`src/rtl/regbus_pkg.sv`:
```
// Shared types and helpers for the tristate register-bus sequencer.
// Optional feature macro: REGBUS_TURNAROUND_EN (adds a bus turnaround state).
package regbus_pkg;

  // Upper bound on trisregs addressable by the one-hot helper.
  localparam int unsigned MAX_NREG = 64;

  typedef enum logic [1:0] {
    IDLE  = 2'd0,
    DRIVE = 2'd1,
    WRITE = 2'd2,
    TURN  = 2'd3
  } regbus_state_t;

  // One-hot decode of a register index; callers truncate to their NREG.
  function automatic logic [MAX_NREG-1:0] reg_onehot(input int unsigned idx);
    reg_onehot = MAX_NREG'(1) << idx;
  endfunction

endpackage

```
`src/rtl/regbus_rr_arb.sv`:
```
// Combinational round-robin picker: first requester at or after ptr, wrapping.
module regbus_rr_arb #(
  parameter int unsigned NREQ = 4,
  parameter int unsigned GW   = $clog2(NREQ)
) (
  input  logic [NREQ-1:0] Req,
  input  logic [GW-1:0]   ptr,
  output logic            valid,
  output logic [GW-1:0]   g
);

  logic [GW-1:0] idx;

  // Scan requesters starting from ptr; the first hit wins.
  always_comb begin
    valid = 1'b0;
    g     = '0;
    idx   = '0;
    for (int unsigned k = 0; k < NREQ; k++) begin
      idx = GW'((32'(ptr) + k) % NREQ);
      if (!valid && Req[idx]) begin
        valid = 1'b1;
        g     = idx;
      end
    end
  end

endmodule

```
`src/rtl/regbus_ctrl.sv`:
```
// Sequencer and round-robin arbiter for the shared tristate register bus.
// Each grant drives one source enable, then source enable plus destination write.
// Optional feature macro: REGBUS_TURNAROUND_EN (one all-disabled cycle after WRITE).
module regbus_ctrl
  import regbus_pkg::*;
#(
  parameter int unsigned NREQ = 4,
  parameter int unsigned NREG = 8,
  parameter int unsigned IDXW = $clog2(NREG)
) (
  input  logic                 Clock,
  input  logic                 nReset,
  input  logic [NREQ-1:0]      Req,
  input  logic [NREQ*IDXW-1:0] Src,
  input  logic [NREQ*IDXW-1:0] Dst,
  output logic [NREQ-1:0]      Ack,
  output logic [NREG-1:0]      Reg_EN,
  output logic [NREG-1:0]      Reg_WE,
  output logic                 Busy
);

  localparam int unsigned GW = $clog2(NREQ);

  regbus_state_t   state_q, state_d;
  logic [GW-1:0]   ptr_q, ptr_d;
  logic [GW-1:0]   g_q, g_d;
  logic [IDXW-1:0] src_q, src_d;
  logic [IDXW-1:0] dst_q, dst_d;
  logic [NREG-1:0] en_q, en_d;
  logic [NREG-1:0] we_q, we_d;
  logic [NREQ-1:0] ack_q, ack_d;
  logic            busy_q, busy_d;

  logic            arb_valid;
  logic [GW-1:0]   arb_g;

  regbus_rr_arb #(
    .NREQ (NREQ),
    .GW   (GW)
  ) u_arb (
    .Req   (Req),
    .ptr   (ptr_q),
    .valid (arb_valid),
    .g     (arb_g)
  );

  // State, transfer context and registered bus controls.
  always_ff @(posedge Clock or negedge nReset) begin
    if (!nReset) begin
      state_q <= IDLE;
      ptr_q   <= '0;
      g_q     <= '0;
      src_q   <= '0;
      dst_q   <= '0;
      en_q    <= '0;
      we_q    <= '0;
      ack_q   <= '0;
      busy_q  <= 1'b0;
    end else begin
      state_q <= state_d;
      ptr_q   <= ptr_d;
      g_q     <= g_d;
      src_q   <= src_d;
      dst_q   <= dst_d;
      en_q    <= en_d;
      we_q    <= we_d;
      ack_q   <= ack_d;
      busy_q  <= busy_d;
    end
  end

  // Next state, grant capture, and outputs decoded from the next state.
  always_comb begin
    state_d = state_q;
    ptr_d   = ptr_q;
    g_d     = g_q;
    src_d   = src_q;
    dst_d   = dst_q;
    en_d    = '0;
    we_d    = '0;
    ack_d   = '0;

    case (state_q)
      IDLE: begin
        if (arb_valid) begin
          g_d     = arb_g;
          src_d   = Src[32'(arb_g)*IDXW +: IDXW];
          dst_d   = Dst[32'(arb_g)*IDXW +: IDXW];
          state_d = DRIVE;
        end
      end
      DRIVE: state_d = WRITE;
      WRITE: begin
        ptr_d = (32'(g_q) == NREQ - 1) ? '0 : g_q + GW'(1);
`ifdef REGBUS_TURNAROUND_EN
        state_d = TURN;
`else
        state_d = IDLE;
`endif
      end
`ifdef REGBUS_TURNAROUND_EN
      TURN:    state_d = IDLE;
`endif
      default: state_d = IDLE;
    endcase

    if (state_d == DRIVE || state_d == WRITE) begin
      en_d = NREG'(reg_onehot(32'(src_d)));
    end
    if (state_d == WRITE) begin
      we_d       = NREG'(reg_onehot(32'(dst_d)));
      ack_d[g_d] = 1'b1;
    end
    busy_d = (state_d != IDLE);
  end

  assign Reg_EN = en_q;
  assign Reg_WE = we_q;
  assign Ack    = ack_q;
  assign Busy   = busy_q;

endmodule

```
`config.mk`:
```
export PLATFORM = sky130hd
export DESIGN_NAME = regbus_ctrl
export DESIGN_NICKNAME = d
export VERILOG_FILES = /design/src/rtl/regbus_pkg.sv /design/src/rtl/regbus_rr_arb.sv /design/src/rtl/regbus_ctrl.sv
export SDC_FILE = /design/constraint.sdc
export NUM_CORES = 1
export LEC_CHECK = 0
export ABC_AREA = 1
export CORE_UTILIZATION = 26
export CTS_CLUSTER_SIZE = 30
export DETAILED_ROUTE_END_ITERATION = 6
export GPL_ROUTABILITY_DRIVEN = 0
export SKIP_CTS_REPAIR_TIMING = 1
export SLEW_MARGIN = 20
export SYNTH_ARGS = -nofsm -noshare
export SYNTH_HDL_FRONTEND = slang
export SYNTH_HIERARCHICAL = 1
export SYNTH_SLANG_ARGS = --single-unit
```
`constraint.sdc`:
```
create_clock -name Clock -period 1.9 [get_ports Clock]
set_clock_uncertainty 0.2 [all_clocks]
set_input_delay 0.285 -clock Clock [delete_from_list [all_inputs] [get_ports Clock]]
set_output_delay 0.285 -clock Clock [all_outputs]
set_load 0.03 [all_outputs]
```
==> impl_summary.log, run 1 <==
INFO  metric path_buf_inv = 5
INFO  metric ys_top_cells_by_area = sky130_fd_sc_hd__dfrtp_1 44%, sky130_fd_sc_hd__nand2_1 15%, sky130_fd_sc_hd__nor2_1 5.6%
INFO  metric drv.max_cap_violation_count = 0
INFO  metric rsz0062_at_grt = yes
INFO  metric fin_crit = between 2000 and 2500 ps
INFO  metric cpMostUsedCell = sky130_fd_sc_hd__nand2_2
INFO  metric synth_adder_area_share = 1.342%
INFO  metric grt_first_pass_wirelength = 6817 um
INFO  metric place_area = around 0.0026 sq mm
INFO  metric crit_start = Req[3]
INFO  metric syn_area = between 0.0015 and 0.002 sq mm
INFO  metric synth_simple_gate_area_share = about 42%
INFO  metric post_drt_via_cell_ratio = roughly 4.1
INFO  metric worst_slew_margin_rel = 72.52%
INFO  metric synth_edf_count = 0
INFO  metric rows = 30
INFO  metric floorplan.initialDensity = ~27%
INFO  metric yosysTopAreaCellShare = approximately 44%
INFO  metric syn2layout_area_growth = 57.52%
INFO  metric synth.top_cells.by_count = 76 x sky130_fd_sc_hd__nand2_1, 33 x sky130_fd_sc_hd__dfrtp_1, 28 x sky130_fd_sc_hd__nor2_1, 25 x sky130_fd_sc_hd__inv_1, 19 x sky130_fd_sc_hd__nand3_1
INFO  metric critical_path.slowest_cell = sky130_fd_sc_hd__clkdlybuf4s50_1
INFO  metric detailedRoute.firstPassIterationCount = 4
INFO  metric clock_tree.buffer_depth = 2
INFO  metric initialDrtViolationCount = 49
INFO  metric number_of_global_route_vias_before_repair = roughly 1,500
INFO  metric post_synth_mux_area_share = 0%
INFO  metric main_combinational_cell_family_by_area_after_synthesis = simple AND/OR/NAND/NOR gates
INFO  metric path_max_fanout = 5
INFO  metric largest_net_degree_at_the_start_of_global_routing = 34
INFO  metric avgSynthCellArea = 7.704 sq um
INFO  metric cp_data_required_time = 1860 ps
INFO  metric final_min_period_over_clock_period = 119.9%
INFO  metric hold_path.class = in -> async
INFO  metric crit_chain = clkdlybuf4s50_1, inv_1, nand2_2, nand3_1, nand2_2, inv_1, nand3b_1, nand3_4, buf_4, buf_4, nand2_1, nand3_2, nand2_2, nor2_1
INFO  metric totalWireLength = about 4400 um
INFO  metric track_usage = roughly an eighth
INFO  metric detailedPlace.worstSlack = -575.8 ps
INFO  metric failed_checks = setup timing
INFO  metric nets = about 350
INFO  metric tns = -8686 ps
INFO  metric crit_path_end_kind = flop
INFO  metric path_clk_slew = around 70 ps
INFO  metric antenna_violations_before_repair = 0
INFO  metric post-route-cell-area = just under 0.003 sq mm
INFO  metric max_freq = roughly 440 MHz
INFO  metric cts.htree.levels = 2
INFO  metric grt.overflow.total = 0
INFO  metric synthesis.nets = 274
INFO  metric wl_per_cell = 10.70 um
INFO  metric antenna_cells_inserted = 0
INFO  metric synth_cells = ~240
INFO  metric finish.cell_count_without_fillers = 410
INFO  metric ys.warnings.count = 6
INFO  metric final_layout_size_suffix_gt1_share = between 30% and 40%
INFO  metric die_y = just under 90 um
INFO  metric critical_path.reg2reg.startpoint = ptr_q[0]
INFO  metric numPlacedInstances = 398
INFO  metric postSynth.asyncResetShare = 100.0%
INFO  metric synthDominantAreaCellType = sky130_fd_sc_hd__dfrtp_1
INFO  metric finalMaxSlewViolations = 0
INFO  metric biggest_cell_delay_along_the_critical_path = between 500 and 600 ps
INFO  metric tritoncts_buffers = 5
INFO  metric die_area = 0.007513 sq mm
INFO  metric cts_tree = built
INFO  metric boundaryPins = a little over 50
INFO  metric placement.io_buffers = 50
INFO  metric final_worst_setup_slack = -377.5 ps
INFO  metric seq_area_frac_synth = about 44%
INFO  metric synth_seq_cells = 33
INFO  metric postSynth.topFlopCell = sky130_fd_sc_hd__dfrtp_1
INFO  metric finalHoldViolations = 0
INFO  metric critical_path.top_delay_family = buffers and inverters
INFO  metric synth_cell_type_count = 29
INFO  metric leading_cell_type_by_number_of_instances_after_synthesis = sky130_fd_sc_hd__nand2_1
INFO  metric design.core.area = roughly 0.007 sq mm
INFO  metric path_class = in -> reg
INFO  metric tightestPinTransition = 412.2 ps
INFO  metric synth_compound_gate_area_share = under 10%
INFO  metric outcome = finished, violations left
INFO  metric die-width = 86.68 um
INFO  metric clk_tree_root_cell = sky130_fd_sc_hd__clkbuf_8
INFO  metric routed-via-count = ~1,700
INFO  metric synth-xor-area-share = 0%
INFO  metric cts.sink_count = 33
INFO  metric clk_latency = 280 ps
INFO  metric setup_viol_count_final = 28
INFO  metric post-dp-hpwl = about 3200 um
INFO  metric worstSetupStartpointType = input port
INFO  metric drc = 0
INFO  metric crit_arrival = 2240 ps
INFO  metric drt.antenna.violating_nets = 0
logic make-up after synthesis:
group                      count (synthesis)
DFF                                       33
AOI/OAI and AO/OA                          8
buffers and inverters                     38
adders and majority gates                  2
and+or+nand+nor                          161
state kept, by name, summed over array words and instances, names as in the netlist:
signal,flops
Reg_EN,8
Reg_WE,8
Ack,4
dst_q,3
src_q,3
g_q,2
ptr_q,2
state_q,2
Busy,1
through the flow:
step	hold slack, ps	util [%]
after CTS	209.2	38.52
final	209.8	42.75
after floorplan	-210.6	-
after detailed placement	275.2	37.32
after global routing	244.9	42.75
after global placement	262.8	37.32
routing by layer:
layer / part of all wire [%] / vias up / GRT usage [%]
met4: 1.5 / 0 / 6.364
met3: 4.2 / 4 / 2.857
met5: 0 / - / 0
met2: 48 / 41 / 18.69
met1: 46 / 756 / 15.17
li1: - / 885 / -
layout make-up:
| type | instances | area, sq um |
|---|---|---|
| Fill cell | 690 | 3933 |
| Multi-Input combinational cell | 171 | 1087 |
| Sequential cell | 33 | 828.3 |
| Timing Repair Buffer | 69 | 661.9 |
| Inverter | 33 | 156.4 |
| Tap cell | 96 | 120.1 |
| Clock buffer | 6 | 72.57 |
| Clock inverter | 2 | 10.01 |
worst paths after layout:
| kind | slack (ps) | cells after the start | to |
|---|---|---|---|
| worst max-delay path | -380 | 14 | Reg_WE[5] |
| worst min-delay path | 210 | 2 | Ack[3] |
| worst max register to register | -370 | 13 | Reg_WE[5] |
| worst min register to register | 280 | 1 | state_q[1] |
| max in group asynchronous | 980 | 2 | ptr_q[0] |
| min in group Clock | 280 | 1 | state_q[1] |
cell usage in the layout (no fill, tap or decap), types with 5 or more instances in the layout:
| master | count |
|---|---|
| sky130_fd_sc_hd__buf_4 | 14 |
| sky130_fd_sc_hd__buf_6 | 5 |
| sky130_fd_sc_hd__clkbuf_8 | 5 |
| sky130_fd_sc_hd__clkdlybuf4s50_1 | 50 |
| sky130_fd_sc_hd__dfrtp_1 | 31 |
| sky130_fd_sc_hd__inv_1 | 23 |
| sky130_fd_sc_hd__inv_2 | 5 |
| sky130_fd_sc_hd__nand2_1 | 44 |
| sky130_fd_sc_hd__nand2_2 | 38 |
| sky130_fd_sc_hd__nand2_4 | 10 |
| sky130_fd_sc_hd__nand3_1 | 12 |
| sky130_fd_sc_hd__nand3_2 | 12 |
| sky130_fd_sc_hd__nor2_1 | 19 |
| sky130_fd_sc_hd__nor2_2 | 10 |
| sky130_fd_sc_hd__or2_1 | 5 |
Power of run 1 is left out: the tool's default activity adds up to more than one toggle a clock period on the data nets, which glitch-free logic cannot reach.
==> inputs of run 2 (changes only) <==
- SLEW_MARGIN: 20 -> 10
==> results of run 2 <==
No change in the layout: final DEF, timing and power equal those of run 1.
Power of run 2 is left out for the same reason.
==> inputs of run 3 (changes only) <==
- CORE_UTILIZATION: 26 -> 40
- GPL_ROUTABILITY_DRIVEN: 0 -> unset
- PLACE_DENSITY: unset -> 0.71
==> run 3 against run 2 <==
  * The flow still finishes with violations (setup timing)
  * Fmax shrank 0.18%
  * Sequential share of layout area down 0.14 points
  * Via count increased by 2.6%
  * Global-route usage rose by 5.6 points
  * Non-clock buffer count fell by 2
  * Sequential cell count stayed put
  * Setup slack got worse by 4.0 ps
  * Core utilization grew 24 points
  * First-iteration DRC count stayed put
  * Critical path type is now reg -> reg
  * Largest cell class unchanged
  * Highest routed layer unchanged
==> impl_summary.log, run 3 (synthesized netlist as in run 1, its figures left out) <==
INFO  metric outcome = finished, violations left
INFO  metric failed_checks = setup timing
INFO  metric post-dp-hpwl = 3006 um (-7.2%)
INFO  metric drc = 0 (unchanged)
INFO  metric largest_net_degree_at_the_start_of_global_routing = 34 (unchanged)
INFO  metric nets = 343 (-0.58%)
INFO  metric cp_data_required_time = 1910 ps (+50 ps)
INFO  metric final_common_cell = sky130_fd_sc_hd__clkdlybuf4s50_1
INFO  metric number_of_global_route_vias_before_repair = 1,581 (+3.3%)
INFO  metric biggest_cell_delay_along_the_critical_path = 460 ps (-70 ps)
INFO  metric fillerInstances = 369 (-47%)
INFO  metric path_class = reg -> reg
INFO  metric critical_path.slowest_cell = sky130_fd_sc_hd__dfrtp_2
INFO  metric crit_chain = buf_12, nand2_8, nand2_8, nand2_2, nand2_2, a21oi_2, nand2_1, nand2_2, clkinv_4, buf_6, nand2_2, nand2_1, nand2_1, nand3_2, nand2_2, nand2_4, nor2_1
INFO  metric tritoncts_buffers = 5 (unchanged)
INFO  metric crit_arrival = 2290 ps (+50 ps)
INFO  metric critical_path.reg2reg.startpoint = ptr_q[0]
INFO  metric globalplace.congestion = about 0.93
INFO  metric path_buf_inv = 3 (-2)
INFO  metric hold_path.class = in -> async
INFO  metric max_freq = 438.3 MHz (-0.18%)
INFO  metric grt.overflow.total = 0 (unchanged)
INFO  metric syn2layout_area_growth = 58.32%
INFO  metric design.core.area = 0.004414 sq mm (-36%)
INFO  metric boundaryPins = 51 (unchanged)
INFO  metric final_min_period_over_clock_period = 120.1% (+0.21 points)
INFO  metric track_usage = 17.49% (+5.6 points)
INFO  metric cpMostUsedCell = sky130_fd_sc_hd__nand2_2
INFO  metric crit_path_end_kind = flop
INFO  metric totalWireLength = 4242 um (-3.3%)
INFO  metric post-route-cell-area = 0.002952 sq mm (+0.51%)
INFO  metric r2r.worst_path.cells = 17 (+4)
INFO  metric regToRegSetupSlack = -380 ps (about the same)
INFO  metric finalMaxSlewViolations = 0 (unchanged)
INFO  metric antenna_cells_inserted = 0 (unchanged)
INFO  metric detailedRoute.firstPassIterationCount = 4 (unchanged)
INFO  metric drt.antenna.violating_nets = 0 (unchanged)
INFO  metric rsz0062_at_grt = yes
INFO  metric die_area = 0.004938 sq mm (-34%)
INFO  metric die-width = 70.27 um (-19%)
INFO  metric post_drt_via_cell_ratio = 4.766 (+16%)
INFO  metric final_core_utilization = 66.87% (+24 points)
INFO  metric final_worst_setup_slack = -381.5 ps (-4.043 ps)
INFO  metric detailedPlace.worstSlack = -579.5 ps (-3.767 ps)
INFO  metric clk_latency = 280 ps (about the same)
INFO  metric routed-via-count = 1,730 (+2.6%)
INFO  metric floorplan.initialDensity = 42.23% (+15 points)
INFO  metric path_clk_slew = 70 ps (about the same)
INFO  metric tightestPinTransition = 404.7 ps (-7.532 ps)
INFO  metric cts.htree.levels = 2 (unchanged)
INFO  metric grt_first_pass_wirelength = 6851 um (+0.50%)
INFO  metric critical_path.top_delay_family = simple AND/OR/NAND/NOR gates
INFO  metric placement.io_buffers = 50 (unchanged)
INFO  metric final_layout_size_suffix_gt1_share = 38.91% (+1.0 points)
INFO  metric crit_start = ptr_q[0]
INFO  metric die_y = 70.27 um (-19%)
INFO  metric rows = 24 (-20%)
INFO  metric initialDrtViolationCount = 49 (unchanged)
INFO  metric wl_per_cell = 11.69 um (+9.2%)
INFO  metric cts_tree = built
INFO  metric worstSetupStartpointType = flop
INFO  metric path_max_fanout = 7 (+2)
INFO  metric drv.max_cap_violation_count = 0 (unchanged)
INFO  metric clock_tree.buffer_depth = 2 (unchanged)
INFO  metric antenna_violations_before_repair = 0 (unchanged)
INFO  metric minimum_hold_slack = 196.5 ps (-13.23 ps)
INFO  metric setup_viol_count_final = 27 (-3.6%)
INFO  metric place_area = 0.002491 sq mm (-2.8%)
INFO  metric worst_slew_margin_rel = 73.02% (+0.50 points)
INFO  metric layout.cells.most_common_list = 49 x sky130_fd_sc_hd__clkdlybuf4s50_1, 42 x sky130_fd_sc_hd__nand2_1, 33 x sky130_fd_sc_hd__nand2_2
INFO  metric cts.sink_count = 33 (unchanged)
INFO  metric fin_crit = 2282 ps (+4.043 ps)
INFO  metric rr_endpoint = Reg_EN[1]
INFO  metric finalHoldViolations = 0 (unchanged)
INFO  metric clk_tree_root_cell = sky130_fd_sc_hd__clkbuf_8
[run 3: area by class of cell]
cell class,count,area (sq um),area share [%]
inverters,33,153.9,5.214
multi-input cells,171,1161,39.34
clock inverters,1,5.005,0.1696
clock buffers,6,72.57,2.459
repair buffers,67,665.6,22.55
flip-flops and latches,33,828.3,28.06
well taps,52,65.06,2.204
[run 3: worst max path at each step]
stage                     end  cells after the start
finish              Reg_EN[1]                     17
global route        Reg_EN[7]                     17
CTS                 Reg_WE[5]                     15
detailed placement  Reg_WE[1]                     17
global placement    Reg_WE[5]                     17
floorplan           Reg_EN[1]                     19
[run 3: per-stage QoR]
step | setup TNS, ps | cells
3_5_place_dp | -14170 | 350
2_1_floorplan | -2067 | 242
5_1_grt | -11910 | 363
4_1_cts | -9040 | 357
3_3_place_gp | -13290 | 350
6_report | -8477 | 363
[run 3: metal layers]
| layer | vias up | part of all wire, % | track usage (%) |
|---|---|---|---|
| li1 | 885 | - | - |
| met1 | 787 | 43 | 22.49 |
| met2 | 53 | 52 | 28.47 |
| met3 | 5 | 4.4 | 3.896 |
| met4 | 0 | 1.0 | 6.889 |
| met5 | - | 0 | 0 |
Power of run 3 is left out for the same reason.
